[src/rtl/fetch_unit.sv]
// Program-counter and fetch stage feeding decode from a synchronous-read instruction memory.
// Latency: one edge from IMEM_ADDR presentation to INSTR_VALID with that PC; redirects cost no bubble.
// Backpressure: STALL parks the in-flight word in a one-entry hold buffer; release costs no bubble.
module fetch_unit #(
    parameter logic [31:0] RESET_PC   = 32'h0000_0000,
    parameter int          IMEM_DEPTH = 64,
    parameter logic [31:0] NOP_INSTR  = 32'h0000_0013
) (
    input  logic        CLK,
    input  logic        RESET_N,
    output logic [31:0] IMEM_ADDR,
    input  logic [31:0] IMEM_DATA,
    input  logic        STALL,
    input  logic        REDIRECT,
    input  logic [31:0] REDIRECT_PC,
    output logic [31:0] INSTR,
    output logic [31:0] INSTR_PC,
    output logic        INSTR_VALID,
    output logic        FETCH_FAULT
);

    typedef enum logic {
        RUN  = 1'b0,
        HELD = 1'b1
    } state_t;

    localparam logic [31:0] RESET_PC_AL = {RESET_PC[31:2], 2'b00};
    localparam logic [29:0] DEPTH_W     = 30'(IMEM_DEPTH);

    state_t      state, state_nxt;
    logic [31:0] fetch_pc, fetch_pc_nxt;
    logic [31:0] req_pc, req_pc_nxt;
    logic        req_valid, req_valid_nxt;
    logic [31:0] hold_instr, hold_instr_nxt;

    logic [31:0] redirect_pc_al;
    logic [31:0] addr_sel;
    logic        advance;
    logic        fault;
    logic [31:0] instr_dat;

    assign redirect_pc_al = {REDIRECT_PC[31:2], 2'b00};

    // Redirect steers the memory this very cycle so its word lands with the new req_pc.
    assign addr_sel  = REDIRECT ? redirect_pc_al : fetch_pc;
    assign IMEM_ADDR = {2'b00, addr_sel[31:2]};

    assign advance = !STALL || !req_valid;
    assign fault   = req_valid && (req_pc[31:2] >= DEPTH_W);

    always_comb begin
        instr_dat = (state == HELD) ? hold_instr : IMEM_DATA;
        if (!req_valid || fault) begin
            instr_dat = NOP_INSTR;
        end
    end

    assign INSTR       = instr_dat;
    assign INSTR_PC    = req_pc;
    assign INSTR_VALID = req_valid;
    assign FETCH_FAULT = fault;

    always_comb begin
        state_nxt      = state;
        fetch_pc_nxt   = fetch_pc;
        req_pc_nxt     = req_pc;
        req_valid_nxt  = req_valid;
        hold_instr_nxt = hold_instr;

        if (REDIRECT) begin
            req_pc_nxt    = redirect_pc_al;
            req_valid_nxt = 1'b1;
            fetch_pc_nxt  = redirect_pc_al + 32'd4;
            state_nxt     = RUN;
        end else begin
            case (state)
                RUN: begin
                    if (advance) begin
                        req_pc_nxt    = fetch_pc;
                        req_valid_nxt = 1'b1;
                        fetch_pc_nxt  = fetch_pc + 32'd4;
                    end else begin
                        // Memory moves on to fetch_pc next edge, so park the current word.
                        hold_instr_nxt = instr_dat;
                        state_nxt      = HELD;
                    end
                end
                HELD: begin
                    if (!STALL) begin
                        // IMEM_DATA already carries word(fetch_pc) from the re-read while held.
                        req_pc_nxt   = fetch_pc;
                        fetch_pc_nxt = fetch_pc + 32'd4;
                        state_nxt    = RUN;
                    end
                end
                default: begin
                    state_nxt = RUN;
                end
            endcase
        end
    end

    always_ff @(posedge CLK or negedge RESET_N) begin
        if (!RESET_N) begin
            state      <= RUN;
            fetch_pc   <= RESET_PC_AL;
            req_pc     <= RESET_PC_AL;
            req_valid  <= 1'b0;
            hold_instr <= NOP_INSTR;
        end else begin
            state      <= state_nxt;
            fetch_pc   <= fetch_pc_nxt;
            req_pc     <= req_pc_nxt;
            req_valid  <= req_valid_nxt;
            hold_instr <= hold_instr_nxt;
        end
    end

endmodule

[config.mk]
export PLATFORM = sky130hd
export DESIGN_NAME = fetch_unit
export DESIGN_NICKNAME = d
export VERILOG_FILES = /design/src/rtl/fetch_unit.sv
export SDC_FILE = /design/constraint.sdc
export NUM_CORES = 1
export LEC_CHECK = 0
export CAP_MARGIN = 20
export CORE_MARGIN = 1
export CORE_UTILIZATION = 40
export CTS_BUF_LIST = sky130_fd_sc_hd__clkbuf_4
export DETAILED_ROUTE_END_ITERATION = 10
export HOLD_SLACK_MARGIN = 0.05
export PLACE_DENSITY = 0.69
export SLEW_MARGIN = 20
export SYNTH_ARGS = -nofsm -noshare
export SYNTH_HDL_FRONTEND = slang
export SYNTH_SLANG_ARGS = --single-unit
export TNS_END_PERCENT = 20
[constraint.sdc]
create_clock -name CLK -period 3.51 [get_ports CLK]
set_clock_uncertainty 0.05 [all_clocks]
set_input_delay 0.5265 -clock CLK [delete_from_list [all_inputs] [get_ports CLK]]
set_output_delay 0.5265 -clock CLK [all_outputs]
set_load 0.05 [all_outputs]
Word level (Yosys, flattened, before mapping)
Index checks and enable logic that the tools add are counted.
{"block": "totals", "reg_bits": 98}
{"block": "classes", "reduce_logical": 9, "mux": 18, "add_sub_neg": 2, "eq_ne": 3, "n_bitwise": 3, "n_lt_le_gt_ge": 1}
{"op": "32-bit two-way mux", "count": 9}
{"op": "32-bit one-hot mux with 2 select lines", "count": 2}
{"op": "32-bit by 3-bit adder with 32-bit output (second input constant)", "count": 2}
{"op": "30-bit by 7-bit >= comparator with 1-bit output (second input constant)", "count": 1}
{"op": "1-bit two-way mux", "count": 6}
{"op": "3-bit inequality test (second input constant)", "count": 2}
{"op": "2-bit AND reduction", "count": 2}
{"op": "1-bit inverter", "count": 3}
{"op": "3-bit AND reduction", "count": 1}
{"op": "1-bit logical NOT", "count": 2}
{"op": "1-bit logical OR", "count": 2}
{"op": "2-bit inequality test (second input constant)", "count": 1}
{"op": "1-bit one-hot mux with 2 select lines", "count": 1}
{"op": "2-bit nonzero test", "count": 1}
{"op": "1-bit logical AND", "count": 1}

Logic depth before layout (Yosys ltp)
Gate-level depths: netlist of run 1.
{"block": "depth", "word_depth": 5, "mapped_depth": 11, "ltp_nobuf": 7}

Worst setup path after synthesis of run 1
No wires, ideal clock.
{"block": "synth_timing", "path_type": "register to output", "from": "register req_pc[14], in the netlist INSTR_PC[14]", "to": "output INSTR[10]", "required_ns": 2.934, "setup_slack_ns": 0.416, "stages_incl_launch_ff": 6, "arrival_time_ns": 2.518, "path_cell_list": "dfrtp_1 -> or4_1 -> nor2_1 -> nand3_1 -> clkbuf_1 -> a21oi_1"}
{"block": "synth_between", "elab_chain_cells": 4}
{"element": "from (decl)", "line_no": "32", "rtl": "logic [31:0] req_pc, req_pc_nxt;"}
{"element": "from (signal assigned)", "line_no": "113", "rtl": "req_pc <= req_pc_nxt;"}
{"element": "30-bit by 7-bit >= comparator with 1-bit output", "line_no": "49", "rtl": "assign fault = req_valid && (req_pc[31:2] >= DEPTH_W);"}
{"element": "1-bit logical AND", "line_no": "49"}
{"element": "1-bit logical OR", "line_no": "53", "rtl": "if (!req_valid || fault) begin"}
{"element": "32-bit two-way mux", "line_no": "53"}
{"element": "to (decl)", "line_no": "16", "rtl": "output logic [31:0] INSTR,"}
Every way passes these cells.

Final worst setup path of run 1
{"block": "layout_timing", "from": "register req_pc[30], in the netlist INSTR_PC[30]", "to": "output INSTR[4]"}
Same word-level chain as after synthesis.

==> results.ini, run 1 <==
[run_status]
status = finished, final reports clean

[drt]
drc_errors = 0
wl_per_cell_um = 15.79
vias_per_cell = 5.271
drt_iter0_drc = 282
routed_wl_um = 14450
ant_nets = 0
route.vias.total = 4823
drt_pass1_iterations = 4

[timing]
post-route-min-period_ns = 3.328
setup_tns_ns = 0
rsz0062_at_grt = no
fmax_mhz = 300.5
setup_viol = 0
setup_ws_ns = 0.1825
tightest_slew_ns = 0.9836
finalHoldViolations = 0
maxSlewViolCount = 0
slew_headroom_pct = 34.43
period_share_pct = 94.80
hold_ws_ns = 0.4212

[placed_design]
pre_cts_ws_ns = 0.6135
hpwl_um = 10250
numPortBuffers = 159
dp_cells = 898
gp_congestion = 0.7773

[synth]
yosysUniqueCellTypes = 60
synth.top_cell.area_share_pct = 42.51
synth-edff-count = 0
synthesis.instances = 603
yosysSeqAreaShare_pct = 43.99
ys_top_cells_by_count = 91 x dfrtp_1, 87 x nand2_1, 75 x nor2_1
yosys_warnings = 0
synth_largest_area_cell = dfrtp_1
synth_seq_cells = 94
ys_top_cells_by_area = dfrtp_1 43%, nand2_1 6.1%, a21oi_1 5.7%
synth_ff_type = dfrtp_1
synth.most_common_cell = dfrtp_1
syn_area_per_cell_um2 = 8.883
syn_area_um2 = 5356
synthArstFlopShare_pct = 100.0

[cells_and_area]
area_growth_pct = 35.41
fillCellCount = 1156
diodes = 0
finalNonFillerCells = 915
seq_area_um2 = 2357
drive_gt1_share_pct = 12.11
nNetsFinal = 807
multi_input_area_um2 = 2715

[pwr]
p_sw_w = 0.001124
swShare_pct = 39.90
power_w = 0.002816
p_int_w = 0.001692
ir_drop_mv = 0.2447
pwr-share-clk_pct = 17.7
p_comb_share_pct = 36.2
power.density_nw_per_um2 = 388.2
seqPwrFrac_pct = 46.0
p_leak_nw = 3.019

[critical_path]
r2r_slack_ns = 1.16
rr_endpoint = fetch_pc[8]
ff2ff_path_depth = 5
crit_type = reg -> out
worst_setup_path_start_kind = flop
crit_path_frequent_cell = buf_4
cp_cell_sequence = nor4_1 -> and4_1 -> nand3_2 -> buf_4 -> a211o_1 -> buf_4
crit_arrival_ns = 2.75
cp-end-kind = output port
worst_path_max_delay_cell = nor4_1
r2r_start = state
slowest_delay_ns = 0.57
crit_required_ns = 2.93
critPathMaxFanout = 64

[floorplan]
die_width_um = 117.7
fp.dieArea_um2 = 13860
io_pins = 166
core_area_um2 = 12820
start_util_pct = 41.77
rows = 41
fp.dieH_um = 117.7

[min_path]
hold_class = reg -> reg
hp-start = hold_instr[1]
min_path_cells = 2
holdPathEnd = hold_instr[1]

[clock_network]
cts_max_path_buffers = 2
clk_pin_slew_ns = 0.14
insertion_delay_ns = 0.46
numCtsBuffers = 9
cts_htree_levels = 3
postCtsSetupRepairBufs = 0
cts_tree = built
cts.sinks = 94
root_buffer = clkbuf_4

[flow_run]
cap_viol_max_count = 0

[grt]
track_usage_pct = 21.29
antenna_found_initial = 0
grt_pass1_vias = 4652
grt_first_pass_wirelength_um = 23930
gr-total-overflow = 0
grt_max_degree = 71

power groups by stage:
| stage | clock network (W) | registers (W) | logic [W] |
|---|---|---|---|
| after floorplan | 0 | 0.00146 | 0.000495 |
| after global placement | 0 | 0.00131 | 0.00101 |
| after detailed placement | 0 | 0.00131 | 0.00102 |
| after CTS | 0.000519 | 0.00130 | 0.00103 |
| after global routing | 0.000559 | 0.00131 | 0.00108 |
| final | 0.000499 | 0.00130 | 0.00102 |
layout make-up:
| cell class | instances | share of cell area [%] |
|---|---|---|
| clock buffers | 9 | 0.9315 |
| clock inverters | 7 | 0.4313 |
| inverters | 20 | 1.035 |
| multi-input cells | 446 | 37.43 |
| flip-flops and latches | 94 | 32.50 |
| well taps | 172 | 2.967 |
| repair buffers | 167 | 24.70 |
worst max-delay path, delay by kind of cell (launching register included):
kind | cells | cell delay, ns
buffers and inverters | 2 | 0.53
and+or+nand+nor | 3 | 0.97
AOI/OAI and AO/OA | 1 | 0.34
DFF | 1 | 0.43
cell usage in the layout (no fill, tap or decap), drive strengths merged, types with 8 or more instances in the layout:
master,synthesis,final
o21ai,10,10
nor2,75,75
nor4,11,11
clkdlybuf4s50,0,125
nand2b,30,30
inv,20,20
mux2,17,17
buf,21,41
xnor2,10,10
mux2i,15,15
o31ai,40,40
clkbuf,25,9
dfrtp,91,91
a31oi,8,8
nand2,87,87
nand3,11,11
and4,9,9
a21oi,61,61
routing by layer:
| metal | up-vias | wire length [um] | GRT usage (%) |
|---|---|---|---|
| met5 | - | 0 | 0 |
| li1 | 2360 | - | - |
| met4 | 0 | 201 | 6.811 |
| met1 | 2288 | 6789 | 29.58 |
| met2 | 157 | 6565 | 32.76 |
| met3 | 18 | 894 | 4.797 |
logic make-up (layout without fill, tap and decap cells):
| family | after synthesis | count (layout) | share of synthesized area [%] |
|---|---|---|---|
| muxes | 32 | 32 | 6.517 |
| adders and majority gates | 1 | 1 | 0.2336 |
| and+or+nand+nor | 258 | 258 | 24.46 |
| buffers and inverters | 66 | 203 | 5.840 |
| xor gates and xnor gates | 15 | 15 | 2.453 |
| other | 1 | 4 | 0.07001 |
| AOI/OAI and AO/OA | 136 | 136 | 16.45 |
| DFF | 94 | 94 | 43.99 |
flip-flops by register name (all words and copies together) (netlist names):
register / cells
INSTR_PC: 30
fetch_pc: 30
INSTR_VALID: 1
state: 1
hold_instr: 32
worst max-delay path by stage:
stage,cells after the start,to,startpoint,slack (ns)
finish,6,INSTR[4],INSTR_PC[30],0.18
global route,6,INSTR[4],INSTR_PC[30],0.05
CTS,6,INSTR[4],INSTR_PC[30],0.12
detailed placement,8,fetch_pc[28],REDIRECT_PC[3],0.61
global placement,6,INSTR[1],INSTR_PC[30],0.67
floorplan,5,INSTR[10],INSTR_PC[14],0.42
timing repair:
action                    CTS  global route
hold buffers                1             0
resized for setup           0             0
hold endpoints to repair   41             0
per-stage QoR:
| stage | instance area [um^2] | utilization [%] |
|---|---|---|
| detailed placement | 7144 | 55.71 |
| global route | 7253 | 56.56 |
| floorplan | 5368 | - |
| CTS | 7253 | 56.56 |
| finish | 7253 | 56.56 |
| global placement | 7144 | 55.71 |
Power figures use the tool's default switching activity.
==> inputs of run 2 (changes only) <==
Settings changed: CORE_MARGIN 1 to 4, CTS_BUF_LIST sky130_fd_sc_hd__clkbuf_4 to unset.
==> run 2 against run 1 <==
Global-route usage is 2.4 points lower. Die area increased by 10%. Sequential cell count stayed put. Final cell count increased by 1.1%. Critical path type unchanged. Largest power group unchanged.
==> results.ini, run 2 (synthesized netlist as in run 1, its figures left out) <==
[run_status]
status = finished, final reports clean

[critical_path]
cp_cell_sequence = nor4_1 -> and4_1 -> nand3_2 -> a211o_1 -> clkdlybuf4s50_1
r2r_slack_ns = 1.16
critPathMaxFanout = 5
cp-end-kind = output port
crit_type = reg -> out
worst_path_max_delay_cell = clkdlybuf4s50_1
crit_required_ns = 2.93
path_delay_family = simple AND/OR/NAND/NOR gates
worst_setup_path_start_kind = flop
slowest_delay_ns = 0.70
crit_arrival_ns = 2.77
worst-path-buf-inv = 1

[grt]
antenna_found_initial = 0
grt_pass1_vias = 4498
gr-total-overflow = 0
grt_max_degree = 71
grt_util_met1_pct = 25.77
grt_first_pass_wirelength_um = 22820
track_usage_pct = 18.88
use_met2_pct = 29.10
grt.busiest_layer = met2
grtUsageMet3_pct = 4.859

[floorplan]
fp.dieArea_um2 = 15310
core_area_um2 = 13190
fp.dieH_um = 123.7
start_util_pct = 40.61
rows = 42
die_width_um = 123.7
io_pins = 166

[placed_design]
gp_congestion = 0.8586
hpwl_um = 10580
numPortBuffers = 159

[clock_network]
root_buffer = clkbuf_16
clk_pin_slew_ns = 0.07
insertion_delay_ns = 0.35
cts_htree_levels = 3
cts_hold_buf = 0
numCtsBuffers = 9
cts_tree = built
cts_max_path_buffers = 2
cts_resized = 0
postCtsSetupRepairBufs = 0
cts.sinks = 94

[cells_and_area]
nNetsFinal = 813
multi_input_area_um2 = 2715
fillCellCount = 1183
drive_gt1_share_pct = 13.22
mostFrequentLayoutCells = 128 x clkdlybuf4s50_1, 90 x dfrtp_1, 87 x nand2_1
seq_area_um2 = 2357
largest_reg_flops = 32
area_growth_pct = 36.42
mostFrequentLayoutCell = clkdlybuf4s50_1
largest-register = hold_instr
diodes = 0

[drt]
drc_errors = 0
vias_per_cell = 5.215
drt_iter0_drc = 357
drt_pass1_iterations = 5
routed_wl_um = 14450
wl_per_cell_um = 15.62
ant_nets = 0
route.vias.total = 4824

[pwr]
ir_drop_mv = 0.3086
p_leak_nw = 3.098
power.density_nw_per_um2 = 462.0

[min_path]
hold_class = in -> async

[timing]
tightest_slew_ns = 0.9256
finalHoldViolations = 0
rsz0062_at_grt = no
maxSlewViolCount = 0
hold_ws_ns = 0.2555
post-route-min-period_ns = 3.343
setup_viol = 0
period_share_pct = 95.25
fmax_mhz = 299.1
slew_headroom_pct = 38.29
setup_tns_ns = 0

[flow_run]
cap_viol_max_count = 0

[run 2: changes by cell type in the layout (fill, tap and decap cells not counted), sizes merged]
cell / previous run / this run
clkinv: 6 / 2
clkdlybuf4s50: 125 / 128
clkinvlp: 1 / 2
bufinv: 0 / 2
buf: 41 / 45
dlygate4sd3: 1 / 0
inv: 20 / 21
[run 2: final timing paths]
kind,start,to,depth (start not counted)
worst min-delay path,RESET_N,hold_instr[28],1
worst max register to register,state,fetch_pc[24],6
min in group CLK,hold_instr[1],hold_instr[1],2
max in group asynchronous,RESET_N,hold_instr[14],2
worst max-delay path,INSTR_PC[23],INSTR[1],5
worst min register to register,hold_instr[1],hold_instr[1],2
[run 2: per-layer routing]
metal | vias to the layer above | routed length (um)
met5 | - | 0
met4 | 0 | 269
met3 | 20 | 1095
met2 | 172 | 6495
met1 | 2258 | 6592
li1 | 2374 | -
[run 2: area by class of cell]
class	instances	area share [%]
Multi-Input combinational cell	446	37.16
Sequential cell	94	32.26
Timing Repair Buffer	173	22.12
Clock buffer	9	3.082
Tap cell	176	3.014
Clock inverter	7	1.336
Inverter	20	1.027
[run 2: metrics by stage]
stage	area, um^2	std cells	utilization, %	power (W)	setup WS, ns
6_report	7307	925	55.40	0.003376	0.1668
5_1_grt	7307	925	55.40	0.003540	0.06737
4_1_cts	7307	925	55.40	0.003411	0.1691
3_5_place_dp	6984	909	52.95	0.002338	0.3829
3_3_place_gp	6984	909	52.95	0.002322	0.4835
2_1_floorplan	5368	606	-	0.001955	0.4156
[run 2: report_power, final]
| group | internal, W | switching, W | leakage [nW] |
|---|---|---|---|
| combinational | 0.000370 | 0.000660 | 1.79 |
| sequential | 0.00119 | 0.0000949 | 1.15 |
| clock | 0.000627 | 0.000435 | 0.152 |
==> inputs of run 3 (changes only) <==
Settings changed: CTS_BUF_LIST set to sky130_fd_sc_hd__clkbuf_8.
==> run 3 against run 2 <==
Critical path depth did not move. Clock power shrank 24%. Sequential power hardly changed. Core utilization fell by 0.77 points. Worst setup slack worse by 0.0087 ns. Critical endpoint unchanged.
==> results.ini, run 3 (synthesized netlist as in run 1, its figures left out) <==
[flow_run]
cap_viol_max_count = 0

[clock_network]
cts.sinks = 94
clk_pin_slew_ns = 0.09
postCtsSetupRepairBufs = 0
cts_tree = built
cts_max_path_buffers = 2
cts_resized = 0
cts_htree_levels = 3
numCtsBuffers = 9
root_buffer = clkbuf_8
insertion_delay_ns = 0.38
cts_hold_buf = 0

[grt]
track_usage_pct = 18.83
grt_first_pass_wirelength_um = 22790
gr-total-overflow = 0
antenna_found_initial = 0
grt_pass1_vias = 4492
grt_max_degree = 71

[floorplan]
io_pins = 166
rows = 42
fp.dieH_um = 123.7
die_width_um = 123.7
start_util_pct = 40.61
fp.dieArea_um2 = 15310
core_area_um2 = 13190

[timing]
setup_tns_ns = 0
tightest_slew_ns = 0.9277
setup_ws_ns = 0.1581
hold_ws_ns = 0.2285
post-route-min-period_ns = 3.352
rsz0062_at_grt = no
fmax_mhz = 298.3
slew_headroom_pct = 38.16
period_share_pct = 95.50
finalHoldViolations = 0
maxSlewViolCount = 0
setup_viol = 0

[critical_path]
crit_arrival_ns = 2.78
crit_type = reg -> out
cp-end-kind = output port
slowest_delay_ns = 0.70
cp_cell_sequence = nor4_1 -> and4_1 -> nand3_2 -> a211o_1 -> clkdlybuf4s50_1
worst_path_max_delay_cell = clkdlybuf4s50_1
critPathMaxFanout = 5
crit_required_ns = 2.93
worst_setup_path_start_kind = flop

[drt]
drt_iter0_drc = 346
drc_errors = 0
route.vias.total = 4800
routed_wl_um = 14420
drt_pass1_iterations = 4
vias_per_cell = 5.189
wl_per_cell_um = 15.59
ant_nets = 0

[placed_design]
hpwl_um = 10580
place_area_um2 = 6984
numPortBuffers = 159
gp_congestion = 0.8586
pre_cts_ws_ns = 0.3829

[cells_and_area]
largest_reg_flops = 32
mostFrequentLayoutCell = clkdlybuf4s50_1
drive_gt1_share_pct = 13.22
multi_input_area_um2 = 2715
area_growth_pct = 34.52
largest-register = hold_instr
fin_area_um2 = 7206
nNetsFinal = 813
diodes = 0
mostFrequentLayoutCells = 128 x clkdlybuf4s50_1, 90 x dfrtp_1, 87 x nand2_1
seq_area_um2 = 2357
fillCellCount = 1199

[pwr]
ir_drop_mv = 0.2946
power.density_nw_per_um2 = 433.2
p_leak_nw = 3.052

[run_status]
status = finished, final reports clean

[min_path]
hold_class = in -> async

[run 3: worst paths after layout]
kind / from / endpoint / slack [ns] / cells past startpoint
setup reg to reg: state / fetch_pc[24] / 1.15 / 6
hold / removal: RESET_N / hold_instr[28] / 0.23 / 1
max in group asynchronous: RESET_N / hold_instr[4] / 2.41 / 2
setup / recovery: INSTR_PC[23] / INSTR[1] / 0.16 / 5
hold reg to reg: hold_instr[1] / hold_instr[1] / 0.42 / 2
min in group CLK: hold_instr[1] / hold_instr[1] / 0.42 / 2
[run 3: cell type report]
| cell class | count | area share, % |
|---|---|---|
| sequential | 94 | 32.71 |
| multi-input combinational | 446 | 37.68 |
| timing repair buffer | 173 | 22.43 |
| tap | 176 | 3.056 |
| inverter | 20 | 1.042 |
| clock buffer | 9 | 1.719 |
| clock inverter | 7 | 1.354 |
[run 3: through the flow]
step	cells	power [W]	utilization, %
CTS	925	0.003158	54.63
global route	925	0.003284	54.63
global placement	909	0.002322	52.95
floorplan	606	0.001955	-
detailed placement	909	0.002338	52.95
finish	925	0.003122	54.63
[run 3: worst max-delay path: cells and delay by family (launching register included)]
family	cells	cell delay, ns
AOI/OAI and AO/OA	1	0.31
buffers and inverters	1	0.70
and+or+nand+nor	3	0.97
DFF	1	0.43
[run 3: where the power goes]
part	internal (W)	switching, W
clock	0.000403	0.000406
sequential	0.00119	0.0000946
combinational	0.000370	0.000659
total	0.00196	0.00116
[run 3: metal layers]
metal | wire (um) | track usage [%] | vias to the layer above | share of wire [%]
met4 | 249 | 6.713 | 0 | 1.7
met3 | 1099 | 4.723 | 22 | 7.6
li1 | - | - | 2375 | -
met2 | 6488 | 29.03 | 174 | 45
met5 | 0 | 0 | - | 0
met1 | 6580 | 25.77 | 2229 | 46
